[config.mk]
export PLATFORM = sky130hd
export DESIGN_NAME = panel_loader
export DESIGN_NICKNAME = d
export VERILOG_FILES = /design/src/rtl/panel_loader.sv
export SDC_FILE = /design/constraint.sdc
export NUM_CORES = 1
export LEC_CHECK = 0
export BUFFER_PORTS_ARGS = -buffer_cell sky130_fd_sc_hd__buf_2
export CELL_PAD_IN_SITES_DETAIL_PLACEMENT = 0
export CELL_PAD_IN_SITES_GLOBAL_PLACEMENT = 1
export CORE_UTILIZATION = 44
export DETAILED_ROUTE_END_ITERATION = 16
export HOLD_SLACK_MARGIN = 0.15
export PLACE_DENSITY_LB_ADDON = 0.1
export SLEW_MARGIN = 25
export SYNTH_ARGS = -nofsm -noshare
export SYNTH_HDL_FRONTEND = slang
export SYNTH_SLANG_ARGS = --single-unit
export TNS_END_PERCENT = 30
[constraint.sdc]
create_clock -name clk_i -period 5.5 [get_ports clk_i]
set_input_delay 0.55 -clock clk_i [delete_from_list [all_inputs] [get_ports clk_i]]
set_output_delay 0.55 -clock clk_i [all_outputs]
set_load 0.01 [all_outputs]
[src/rtl/panel_loader.sv]
// Front-panel program loader: parses a PAL BIN byte stream and replays it on the panel switches/buttons.
// Latency: 3*HOLD_CYCLES clocks per word (setup/pulse/release), plus 4*HOLD_CYCLES for the final PC load and run wait.
// Backpressure: byte_ready_o is high only while fetching a frame; the loader stalls the stream during button phases.
module panel_loader #(
  parameter int unsigned       HOLD_CYCLES = 10,
  parameter int unsigned       WORD_W      = 12,
  parameter logic [WORD_W-1:0] START_PC    = 12'o0200,
  parameter bit                AUTO_RUN    = 1'b1,
  parameter int unsigned       CNT_W       = 16
) (
  input  logic              clk_i,
  input  logic              reset_i,
  input  logic              start_i,
  input  logic              byte_valid_i,
  input  logic [7:0]        byte_data_i,
  input  logic              byte_last_i,
  output logic              byte_ready_o,
  output logic [WORD_W-1:0] sw_o,
  output logic              deposit_o,
  output logic              load_pc_o,
  output logic              run_o,
  output logic              busy_o,
  output logic              done_o,
  output logic              err_frame_o,
  output logic [CNT_W-1:0]  word_count_o
);

  // Phase counter is loaded with HOLD_CYCLES on entry and counts down to 1, so it never reaches 0 or wraps.
  localparam int unsigned   PH_W    = (HOLD_CYCLES < 1) ? 1 : $clog2(HOLD_CYCLES + 1);
  localparam logic [PH_W-1:0] PH_LOAD = PH_W'(HOLD_CYCLES);
  localparam logic [PH_W-1:0] PH_ONE  = PH_W'(1);

  typedef enum logic [3:0] {
    IDLE,
    GET_HI,
    GET_LO,
    SETUP,
    PULSE,
    RELEASE,
    FIN_SETUP,
    FIN_PULSE,
    FIN_RELEASE,
    RUN_WAIT,
    DONE,
    ERR
  } state_t;

  state_t              state_q;
  logic [PH_W-1:0]     phase_q;
  logic [5:0]          hi_q;       // high frame payload of the word being assembled
  logic                org_q;      // high frame carried the origin flag: this word is a PC load
  logic                fin_q;      // current word was the last one in the stream
  logic [WORD_W-1:0]   sw_q;
  logic                deposit_q;
  logic                load_pc_q;
  logic                run_q;
  logic                busy_q;
  logic                done_q;
  logic                err_q;
  logic [CNT_W-1:0]    word_count_q;

  logic                xfer;
  logic                phase_end;
  logic [PH_W-1:0]     phase_d;
  logic [WORD_W-1:0]   word_d;
  logic [CNT_W-1:0]    word_count_d;

  // Bytes are only taken while a frame is being fetched; state is registered so this is glitch-free.
  assign byte_ready_o = (state_q == GET_HI) || (state_q == GET_LO);
  assign xfer         = byte_valid_i && byte_ready_o;

  assign phase_end    = (phase_q == PH_ONE);
  assign phase_d      = phase_q - PH_ONE;
  assign word_d       = WORD_W'({hi_q, byte_data_i[5:0]});
  // Deposit counter sticks at all-ones rather than wrapping.
  assign word_count_d = (word_count_q == '1) ? word_count_q : word_count_q + CNT_W'(1);

  // Loader FSM with all panel outputs registered alongside the state.
  always_ff @(posedge clk_i) begin
    if (reset_i) begin
      state_q      <= IDLE;
      phase_q      <= '0;
      hi_q         <= '0;
      org_q        <= 1'b0;
      fin_q        <= 1'b0;
      sw_q         <= '0;
      deposit_q    <= 1'b0;
      load_pc_q    <= 1'b0;
      run_q        <= 1'b0;
      busy_q       <= 1'b0;
      done_q       <= 1'b0;
      err_q        <= 1'b0;
      word_count_q <= '0;
    end else begin
      case (state_q)
        // A start from any resting state begins a fresh load and clears the sticky status.
        IDLE, DONE, ERR: begin
          if (start_i) begin
            state_q      <= GET_HI;
            busy_q       <= 1'b1;
            done_q       <= 1'b0;
            err_q        <= 1'b0;
            run_q        <= 1'b0;
            fin_q        <= 1'b0;
            word_count_q <= '0;
          end
        end

        GET_HI: begin
          if (xfer) begin
            if (byte_data_i[7]) begin
              // Leader/trailer: dropped, but a trailer marked last ends the stream.
              if (byte_last_i) begin
                state_q <= FIN_SETUP;
                sw_q    <= START_PC;
                phase_q <= PH_LOAD;
              end
            end else if (byte_last_i) begin
              // Stream cannot end between the two frames of a word.
              state_q   <= ERR;
              busy_q    <= 1'b0;
              err_q     <= 1'b1;
              deposit_q <= 1'b0;
              load_pc_q <= 1'b0;
            end else begin
              hi_q    <= byte_data_i[5:0];
              org_q   <= byte_data_i[6];
              state_q <= GET_LO;
            end
          end
        end

        GET_LO: begin
          if (xfer) begin
            if (byte_data_i[7] || byte_data_i[6]) begin
              // A low frame never carries leader or origin flags.
              state_q   <= ERR;
              busy_q    <= 1'b0;
              err_q     <= 1'b1;
              deposit_q <= 1'b0;
              load_pc_q <= 1'b0;
            end else begin
              sw_q    <= word_d;
              fin_q   <= byte_last_i;
              phase_q <= PH_LOAD;
              state_q <= SETUP;
            end
          end
        end

        SETUP: begin
          if (phase_end) begin
            state_q   <= PULSE;
            phase_q   <= PH_LOAD;
            load_pc_q <= org_q;
            deposit_q <= ~org_q;
            if (!org_q) begin
              word_count_q <= word_count_d;
            end
          end else begin
            phase_q <= phase_d;
          end
        end

        PULSE: begin
          if (phase_end) begin
            state_q   <= RELEASE;
            phase_q   <= PH_LOAD;
            load_pc_q <= 1'b0;
            deposit_q <= 1'b0;
          end else begin
            phase_q <= phase_d;
          end
        end

        RELEASE: begin
          if (phase_end) begin
            if (fin_q) begin
              state_q <= FIN_SETUP;
              sw_q    <= START_PC;
              phase_q <= PH_LOAD;
            end else begin
              state_q <= GET_HI;
            end
          end else begin
            phase_q <= phase_d;
          end
        end

        FIN_SETUP: begin
          if (phase_end) begin
            state_q   <= FIN_PULSE;
            phase_q   <= PH_LOAD;
            load_pc_q <= 1'b1;
          end else begin
            phase_q <= phase_d;
          end
        end

        FIN_PULSE: begin
          if (phase_end) begin
            state_q   <= FIN_RELEASE;
            phase_q   <= PH_LOAD;
            load_pc_q <= 1'b0;
          end else begin
            phase_q <= phase_d;
          end
        end

        FIN_RELEASE: begin
          if (phase_end) begin
            state_q <= RUN_WAIT;
            phase_q <= PH_LOAD;
          end else begin
            phase_q <= phase_d;
          end
        end

        RUN_WAIT: begin
          if (phase_end) begin
            state_q <= DONE;
            busy_q  <= 1'b0;
            done_q  <= 1'b1;
            run_q   <= AUTO_RUN;
          end else begin
            phase_q <= phase_d;
          end
        end

        default: begin
          state_q <= IDLE;
        end
      endcase
    end
  end

  assign sw_o         = sw_q;
  assign deposit_o    = deposit_q;
  assign load_pc_o    = load_pc_q;
  assign run_o        = run_q;
  assign busy_o       = busy_q;
  assign done_o       = done_q;
  assign err_frame_o  = err_q;
  assign word_count_o = word_count_q;

  // The two panel buttons must never be pressed together.
  a_btn_excl: assert property (@(posedge clk_i) disable iff (reset_i)
    !(deposit_q && load_pc_q));

  // Busy and the completion flags are mutually exclusive.
  a_busy_excl: assert property (@(posedge clk_i) disable iff (reset_i)
    !(busy_q && (done_q || err_q)));

  // Every timed phase runs with a loaded, non-zero phase counter.
  a_phase_live: assert property (@(posedge clk_i) disable iff (reset_i)
    ((state_q inside {SETUP, PULSE, RELEASE, FIN_SETUP, FIN_PULSE, FIN_RELEASE, RUN_WAIT})
      |-> (phase_q != '0)));

endmodule

==> impl_metrics.json, run 1 <==
{
  "fp-row-count": 28,
  "grt_max_degree": 30,
  "grt_pass1_vias": 2218,
  "met3_usage_pct": 4.205,
  "rsz0062_at_grt": "no",
  "drive_gt1_share_pct": 19.06,
  "yosysTopAreaCellShare_pct": 36.36,
  "die_w_um": 80.30,
  "tightest_slew_ps": 868.0,
  "arrival_ps": 3000,
  "use_met2_pct": 34.02,
  "viasPerCell": 5.670,
  "worst_setup_path_start_kind": "flip-flop",
  "yosysWarningCount": 0,
  "peakVddDrop_mv": 0.1995,
  "multi_input_area_um2": 1553,
  "cts_tree": "yes",
  "fillCellCount": 581,
  "swShare_pct": 44.21,
  "die_height_um": 80.30,
  "ys_ff_latch": 49,
  "fin_ws_ps": 2732,
  "yosysTopAreaCell": "dfxtp_1",
  "setup_viol": 0,
  "syn_area_um2": 2698,
  "hold_buffers": 0,
  "overflow": 0,
  "globalRouteTotalUtil_pct": 21.50,
  "numPortBuffers": 47,
  "setup_tns_ps": 0,
  "p_leak_nw": 1.183,
  "io_pins": 48,
  "h-tree-depth": 2,
  "grt_pass1_wl_um": 10750,
  "cap_violations": 0,
  "ys_seq_area_share_pct": 36.36,
  "globalRouteMet1Util_pct": 29.20,
  "dieArea_um2": 6448,
  "synth_fp_nets": 341,
  "synthFlopType": "dfxtp_1",
  "worst-endpoint-required_ps": 5730,
  "outcome": "completed",
  "final_util_pct": 50.89,
  "finish.net_count": 377,
  "place_area_um2": 2927,
  "drc": 0,
  "power_density_nw_per_um2": 461.6,
  "cts_sinks": 49,
  "hold_path.class": "flip-flop to flip-flop",
  "clkPwrFrac_pct": 15.9,
  "synth_cells": 325,
  "p_switching_mw": 0.6148,
  "holdWs_ps": 468.2,
  "period_share_pct": 50.33,
  "busiest_layer": "met2",
  "layout_commonest_cell": "dfxtp_1",
  "worst-setup-path-type": "flip-flop to flip-flop",
  "cts_buffers": 5,
  "antenna_found_initial": 0,
  "design_area_um2": 3013,
  "clk_pin_slew_ps": 90,
  "drt_wl_total_um": 6366,
  "crit_path_end_kind": "flip-flop",
  "synthTopCellsByArea": "dfxtp_1 (36%), a21oi_1 (6.3%), mux2i_1 (4.8%), nand3_1 (4.5%), or3_1 (3.9%)",
  "initial_core_util_pct": 45.56,
  "finalWeightedCongestion": 0.8198,
  "vias": 2478,
  "final_hold_viol_count": 0,
  "seqPwrFrac_pct": 36.9,
  "slew_headroom_pct": 42.05,
  "max_freq_mhz": 361.2,
  "first_pass_iters": 6,
  "final_antenna_net_count": 0,
  "pre_cts_ws_ps": 2749,
  "worstPathMaxFanout": 21,
  "synth_edf_count": 0,
  "area_growth_pct": 11.69,
  "finalMaxSlewViolations": 0,
  "power_frac_comb_pct": 47.2,
  "syn_area_per_cell_um2": 8.300,
  "core_um2": 5921,
  "clk_latency_ps": 310,
  "dpl.hpwl_um": 4474,
  "postSynth.asyncResetShare_pct": 0,
  "ys_types": 61,
  "cts-root-buf": "clkbuf_8",
  "p_int_mw": 0.7758,
  "post-cts-setup-buffer-count": 0,
  "dr.first_iter.drc_count": 221,
  "post_drt_wl_per_cell_um": 14.57,
  "clock_path_buffers": 2,
  "cts_resized": 0,
  "regArea_um2": 980.9,
  "diodes": 0,
  "layout_common_cells": "dfxtp_1 (49), buf_2 (47), a21oi_1 (34)",
  "period_needed_ps": 2768,
  "fin_worst_skew_ps": 12.03
}
power by group through the flow:
stage          clock (mW)  sequential, mW  combinational (mW)
6_report            0.222           0.513               0.656
5_1_grt             0.244           0.526               0.733
2_1_floorplan           0           0.456               0.600
3_3_place_gp            0           0.520               0.659
4_1_cts             0.229           0.511               0.658
3_5_place_dp            0           0.520               0.656
cells in the mapped netlist, drive strengths merged, types with 2 or more instances:
library cell / count
nor2b: 4
nor2: 26
a22oi: 2
xor2: 3
or3: 17
clkbuf: 6
a211oi: 4
or2: 3
inv: 15
a311oi: 2
nor3: 3
nand2: 22
nand2b: 15
o21ai: 26
buf: 13
nand4: 2
or3b: 2
mux2i: 13
a221oi: 3
a21oi: 35
dfxtp: 49
nor4b: 4
nor4: 3
ha: 3
o211a: 2
o22ai: 2
or4: 2
nand3: 24
critical path, stage by stage, from the launching register on:
cell	delay [ps]
dfxtp_1	800
nor4b_4	780
o22a_2	350
a211oi_2	130
a311oi_4	400
mux2i_1	240
routing by layer:
layer	vias to the layer above	share of wire, %	wire length (um)
met5	-	0	0
met4	0	1.1	72
met3	6	3.6	230
met2	50	48	3030
met1	1170	48	3032
li1	1252	-	-
registers in the layout, summed over array words and instances, names as in the netlist:
register	count
done_o	1
state_q	4
deposit_o	1
phase_q	4
err_frame_o	1
org_q	1
fin_q	1
sw_o	12
word_count_o	16
load_pc_o	1
busy_o	1
hi_q	6
logic make-up (layout without fill, tap and decap cells):
| family | after synthesis | after routing | synth area share [%] |
|---|---|---|---|
| mux | 13 | 13 | 4.824 |
| fa+ha+maj | 3 | 3 | 1.392 |
| compound gates | 90 | 90 | 22.63 |
| simple gates | 132 | 132 | 27.41 |
| flops | 49 | 49 | 36.36 |
| buf+inv | 34 | 71 | 6.075 |
| xor+xnor | 4 | 4 | 1.299 |
layout make-up:
cell class	count	area share [%]
sequential	49	32.56
timing repair buffer	48	8.056
tap	75	3.115
clock inverter	2	0.4568
clock buffer	6	2.409
inverter	15	1.869
multi-input combinational	242	51.54
per-stage QoR:
step	cells	power, mW
after global routing	437	1.503
after floorplan	325	1.056
after detailed placement	429	1.176
after global placement	429	1.178
after CTS	437	1.398
final	437	1.391
worst paths after layout:
kind / cells after the start / slack (ps) / start / end
max: 5 / 2730 / state_q[1]$_SDFFE_PP0P_ / state_q[3]$_SDFFE_PP0P_
min: 2 / 470 / sw_o[2]$_SDFFE_PP0P_ / sw_o[2]$_SDFFE_PP0P_
max reg2reg: 5 / 2730 / state_q[1]$_SDFFE_PP0P_ / state_q[3]$_SDFFE_PP0P_
min reg2reg: 2 / 470 / sw_o[2]$_SDFFE_PP0P_ / sw_o[2]$_SDFFE_PP0P_
Note: power is estimated with default switching activity, not from simulation.
==> run 2: changes to the inputs <==
--- a/config.mk
+++ b/config.mk
@@ -8,7 +8,7 @@
 export BUFFER_PORTS_ARGS = -buffer_cell sky130_fd_sc_hd__buf_2
 export CELL_PAD_IN_SITES_DETAIL_PLACEMENT = 0
 export CELL_PAD_IN_SITES_GLOBAL_PLACEMENT = 1
-export CORE_UTILIZATION = 44
+export CORE_UTILIZATION = 41
 export DETAILED_ROUTE_END_ITERATION = 16
 export HOLD_SLACK_MARGIN = 0.15
 export PLACE_DENSITY_LB_ADDON = 0.1
==> constraint.sdc (replaced) <==
create_clock -name clk_i -period 2.85 [get_ports clk_i]
set_input_delay 0.285 -clock clk_i [delete_from_list [all_inputs] [get_ports clk_i]]
set_output_delay 0.285 -clock clk_i [all_outputs]
set_load 0.01 [all_outputs]
==> impl_metrics.json, run 2 (synthesis gave the netlist of run 1 again) <==
{
  "die_height_um": 83.12,
  "r2r_end": "word_count_o[13]$_SDFFE_PP0P_",
  "hold_end": "hi_q[1]$_SDFFE_PP0P_",
  "layout_common_cells": "dfxtp_1 (49), buf_2 (47), a21oi_1 (34)",
  "period_share_pct": 78.41,
  "peakVddDrop_mv": 0.7370,
  "setup_viol": 0,
  "arrival_ps": 2480,
  "rsz0062_at_grt": "no",
  "dieArea_um2": 6908,
  "hold_buffers": 0,
  "die_w_um": 83.12,
  "worst-endpoint-required_ps": 3100,
  "cts-root-buf": "clkbuf_8",
  "hold_path.class": "input port to flip-flop",
  "core_um2": 6350,
  "fin_worst_skew_ps": 14.08,
  "period_needed_ps": 2235,
  "worst_setup_path_start_kind": "flip-flop",
  "final_antenna_net_count": 0,
  "layout_commonest_cell": "dfxtp_1",
  "r2r_cells": 7,
  "initial_core_util_pct": 42.48,
  "clk_latency_ps": 320,
  "crit_path_end_kind": "flip-flop",
  "vias": 2465,
  "tightest_slew_ps": 672.4,
  "viasPerCell": 5.527,
  "drc": 0,
  "post_drt_wl_per_cell_um": 15.21,
  "worstPathMaxFanout": 20,
  "overflow": 0,
  "finalWeightedCongestion": 0.7948,
  "drive_gt1_share_pct": 20.87,
  "area_growth_pct": 14.70,
  "cts_buffers": 5,
  "worst-setup-path-type": "flip-flop to flip-flop",
  "rrSetupSlack_ps": 620,
  "finish.net_count": 384,
  "power_density_nw_per_um2": 928.0,
  "globalRouteTotalUtil_pct": 20.18,
  "outcome": "completed",
  "cts_sinks": 49,
  "slowest_stage": "nor4_2",
  "slowest_delay_ps": 470,
  "post-cts-setup-buffer-count": 0,
  "diodes": 0,
  "reg2reg_from": "phase_q[0]$_SDFFE_PP0P_",
  "crit_path_cell_trace": "ha_1 -> nand4bb_1 -> nor4_2 -> o22ai_1 -> buf_4 -> or3_1 -> a21oi_1",
  "cap_violations": 0,
  "max_freq_mhz": 447.5,
  "clock_path_buffers": 2,
  "fp-row-count": 29,
  "numPortBuffers": 47,
  "cts_resized": 0,
  "grt_max_degree": 30,
  "antenna_found_initial": 0,
  "fin_ws_ps": 615.4,
  "final_hold_viol_count": 0,
  "dpl.hpwl_um": 4836,
  "clk_pin_slew_ps": 100,
  "p_leak_nw": 1.232,
  "first_pass_iters": 4,
  "finalMaxSlewViolations": 0,
  "dr.first_iter.drc_count": 134,
  "hold_depth": 3,
  "drt_wl_total_um": 6784,
  "h-tree-depth": 2,
  "setup_tns_ps": 0,
  "grt_pass1_wl_um": 11500,
  "io_pins": 48,
  "cts_tree": "yes",
  "hp-start": "byte_data_i[1]",
  "pre_cts_ws_ps": 660.6,
  "largest_register_ffs": 16,
  "slew_headroom_pct": 55.11,
  "grt_pass1_vias": 2342
}
run 2: cell count changes in the layout (fill, tap and decap cells not counted):
cell,change
buf_4,+7
bufinv_16,+1
clkbuf_1,-1
run 2: worst max-delay path, delay by kind of cell (launching register included):
family | cells | cell delay, ps
adder cells (fa/ha/maj) | 1 | 220
AND/OR/NAND/NOR | 3 | 1020
AO/OA/AOI/OAI | 2 | 290
buffers and inverters | 1 | 220
flip-flops | 1 | 420
run 2: metrics by stage:
stage	cells	cell area [um2]	hold slack, ps	util, %	total power, mW
2_1_floorplan	325	2698	428.9	-	2.037
3_3_place_gp	438	2982	451.9	46.96	2.355
3_5_place_dp	438	2982	456.7	46.96	2.351
4_1_cts	446	3094	219.6	48.73	2.877
5_1_grt	446	3094	227.3	48.73	3.075
6_report	446	3094	223.4	48.73	2.871
run 2: metal layers:
layer / wire (um) / track usage [%] / part of all wire (%) / vias to the layer above
met2: 3032 / 31.67 / 45 / 59
li1: - / - / - / 1257
met4: 86 / 5.486 / 1.3 / 0
met1: 3307 / 27.78 / 49 / 1142
met3: 357 / 4.672 / 5.3 / 7
met5: 0 / 0 / 0 / -
run 2: how the worst max path moves through the flow:
| stage | startpoint | end | slack, ps | depth (start not counted) |
|---|---|---|---|---|
| final | phase_q[0]$_SDFFE_PP0P_ | word_count_o[13]$_SDFFE_PP0P_ | 620 | 7 |
| after global routing | phase_q[0]$_SDFFE_PP0P_ | word_count_o[13]$_SDFFE_PP0P_ | 410 | 7 |
| after CTS | state_q[2]$_SDFFE_PP0P_ | state_q[3]$_SDFFE_PP0P_ | 620 | 6 |
| after detailed placement | state_q[2]$_SDFFE_PP0P_ | state_q[3]$_SDFFE_PP0P_ | 660 | 6 |
| after global placement | state_q[0]$_SDFFE_PP0P_ | state_q[1]$_SDFFE_PP0P_ | 660 | 7 |
| after floorplan | word_count_o[0]$_SDFFE_PP0P_ | word_count_o[1]$_SDFFE_PP0P_ | 850 | 8 |
run 2: layout make-up:
class / count / area [um2]
fill: 652 / 3256
multi-input combinational: 242 / 1553
sequential: 49 / 980.9
timing repair buffer: 55 / 295.3
tap: 77 / 96.34
clock buffer: 5 / 68.82
inverter: 15 / 56.30
clock inverter: 3 / 43.79
run 2: where the power goes:
part,leakage [nW],internal [mW],total (mW),switching [mW]
clock,0.0585,0.264,0.524,0.260
sequential,0.397,0.773,0.921,0.148
combinational,0.776,0.601,1.43,0.826
total,1.23,1.64,2.87,1.23
==> run 3: changes to the inputs <==
--- a/config.mk
+++ b/config.mk
@@ -8,7 +8,7 @@
 export BUFFER_PORTS_ARGS = -buffer_cell sky130_fd_sc_hd__buf_2
 export CELL_PAD_IN_SITES_DETAIL_PLACEMENT = 0
 export CELL_PAD_IN_SITES_GLOBAL_PLACEMENT = 1
-export CORE_UTILIZATION = 41
+export CORE_UTILIZATION = 37
 export DETAILED_ROUTE_END_ITERATION = 16
 export HOLD_SLACK_MARGIN = 0.15
 export PLACE_DENSITY_LB_ADDON = 0.1
==> constraint.sdc (replaced) <==
create_clock -name clk_i -period 2 [get_ports clk_i]
set_input_delay 0.2 -clock clk_i [delete_from_list [all_inputs] [get_ports clk_i]]
set_output_delay 0.2 -clock clk_i [all_outputs]
set_load 0.01 [all_outputs]
==> impl_metrics.json, run 3 (synthesis gave the netlist of run 1 again) <==
{
  "outcome": "completed",
  "drt_wl_total_um": 7182,
  "viasPerCell": 5.228,
  "clk_pin_slew_ps": 100,
  "worst-endpoint-required_ps": 2230,
  "h-tree-depth": 2,
  "core_um2": 6907,
  "final_hold_viol_count": 0,
  "hold_end": "org_q$_SDFFE_PP0P_",
  "drive_gt1_share_pct": 33.09,
  "place_inst": 492,
  "fin_cells": 513,
  "finalMaxSlewViolations": 0,
  "period_needed_ps": 1929,
  "grt_pass1_wl_um": 11540,
  "slowest_delay_ps": 400,
  "cap_violations": 0,
  "r2r_cells": 7,
  "rsz0062_at_grt": "yes",
  "crit_path_cell_trace": "buf_12 -> or3_4 -> a21oi_4 -> o22ai_2 -> buf_4 -> or3_1 -> a21oi_1",
  "dr.first_iter.drc_count": 108,
  "hold_depth": 3,
  "p_leak_nw": 1.486,
  "slew_headroom_pct": 69.03,
  "power_density_nw_per_um2": 1274,
  "diodes": 0,
  "cts-root-buf": "clkbuf_8",
  "fp-row-count": 30,
  "area_growth_pct": 35.85,
  "layout_commonest_cell": "buf_2",
  "crit_buf_inv": 2,
  "layout_common_cells": "buf_2 (47), dfxtp_1 (43), buf_4 (42)",
  "grt_max_degree": 25,
  "cts_sinks": 49,
  "die_w_um": 87.39,
  "clock_path_buffers": 2,
  "io_pins": 48,
  "post_drt_wl_per_cell_um": 14.00,
  "holdWs_ps": 165.5,
  "clk_latency_ps": 300,
  "dieArea_um2": 7636,
  "finish.net_count": 432,
  "pre_cts_ws_ps": -51.13,
  "first_pass_iters": 4,
  "rrSetupSlack_ps": 70,
  "largest_register_ffs": 16,
  "antenna_found_initial": 0,
  "worst-setup-path-type": "flip-flop to flip-flop",
  "dpl.hpwl_um": 5196,
  "finalWeightedCongestion": 0.8316,
  "max_freq_mhz": 518.5,
  "die_height_um": 87.39,
  "vias": 2682,
  "reg2reg_from": "state_q[1]$_SDFFE_PP0P_",
  "numPortBuffers": 47,
  "place_area_um2": 3318,
  "tightest_slew_ps": 463.2,
  "hp-start": "byte_data_i[6]",
  "path_delay_family": "simple AND/OR/NAND/NOR gates",
  "peakVddDrop_mv": 0.4484,
  "drc": 0,
  "hold_path.class": "input port to flip-flop",
  "worst_setup_path_start_kind": "flip-flop",
  "globalRouteTotalUtil_pct": 19.28,
  "worstPathMaxFanout": 14,
  "fin_worst_skew_ps": 8.895,
  "crit_path_end_kind": "flip-flop",
  "fin_ws_ps": 71.20,
  "cts_tree": "yes",
  "final_antenna_net_count": 0,
  "final_util_pct": 53.06,
  "overflow": 0,
  "slowest_stage": "or3_4",
  "initial_core_util_pct": 39.06,
  "design_area_um2": 3665,
  "cts_buffers": 5,
  "arrival_ps": 2160,
  "period_share_pct": 96.44,
  "grt_pass1_vias": 2420,
  "r2r_end": "word_count_o[11]$_SDFFE_PP0P_",
  "setup_viol": 0
}
-- run 3: cell types whose count changed in the layout (fill, tap and decap cells not counted), sizes merged --
cell and delta:
dlygate4sd3 +6, bufinv -1, o221ai +1, clkbuf +1, buf +41
-- run 3: per-stage QoR --
| stage | total power, mW | TNS [ps] |
|---|---|---|
| 2_1_floorplan | 2.903 | 0 |
| 3_3_place_gp | 3.844 | 0 |
| 3_5_place_dp | 3.818 | -359.9 |
| 5_1_grt | 4.983 | -77.71 |
| 6_report | 4.667 | 0 |
| 4_1_cts | 4.446 | -14.69 |
-- run 3: repair_timing --
| action | in CTS | in global routing |
|---|---|---|
| pin swaps | 2 | 7 |
| endpoints found under the setup margin | 13 | 36 |
| hold buffers | 6 | 0 |
| gates resized for setup | 0 | 31 |
| setup buffers | 0 | 5 |
| gates cloned | 0 | 2 |
| endpoints found under the hold margin | 10 | 0 |
-- run 3: layout make-up --
cell class,count,area [um2]
clock buffers,6,72.57
clock inverters,2,13.76
fillers,677,3242
inverters,15,56.30
multi-input cells,243,1687
flip-flops and latches,49,991.0
well taps,96,120.1
repair buffers,102,724.4
-- run 3: tightest hold or removal path, stage by stage --
cell and delay [ps]:
buf_2 100, mux2i_1 60, nor2_1 70
-- run 3: routing by layer --
metal | wire [um] | vias up | global-route usage [%] | share of wire [%]
met5 | 0 | - | 0 | 0
met1 | 3360 | 1269 | 25.09 | 47
met3 | 209 | 4 | 3.412 | 2.9
met4 | 48 | 0 | 4.769 | 0.67
met2 | 3563 | 42 | 32.95 | 50
li1 | - | 1367 | - | -
-- run 3: worst max path at each step --
stage	endpoint	slack, ps	cells past startpoint	from
final	word_count_o[11]$_SDFFE_PP0P_	70	7	state_q[1]$_SDFFE_PP0P_
after global placement	word_count_o[10]$_SDFFE_PP0P_	10	8	phase_q[1]$_SDFFE_PP0P_
after CTS	word_count_o[8]$_SDFFE_PP0P_	-9	8	phase_q[1]$_SDFFE_PP0P_
after global routing	word_count_o[11]$_SDFFE_PP0P_	-30	7	state_q[1]$_SDFFE_PP0P_
after detailed placement	word_count_o[8]$_SDFFE_PP0P_	-50	8	phase_q[1]$_SDFFE_PP0P_
after floorplan	word_count_o[1]$_SDFFE_PP0P_	4	8	word_count_o[0]$_SDFFE_PP0P_
-- run 3: report_power, final --
group	total (mW)	internal [mW]	leakage, nW	switching, mW
registers	1.25	1.12	0.399	0.135
clock network	0.604	0.250	0.0456	0.354
logic	2.81	1.38	1.04	1.43
total	4.67	2.74	1.49	1.92
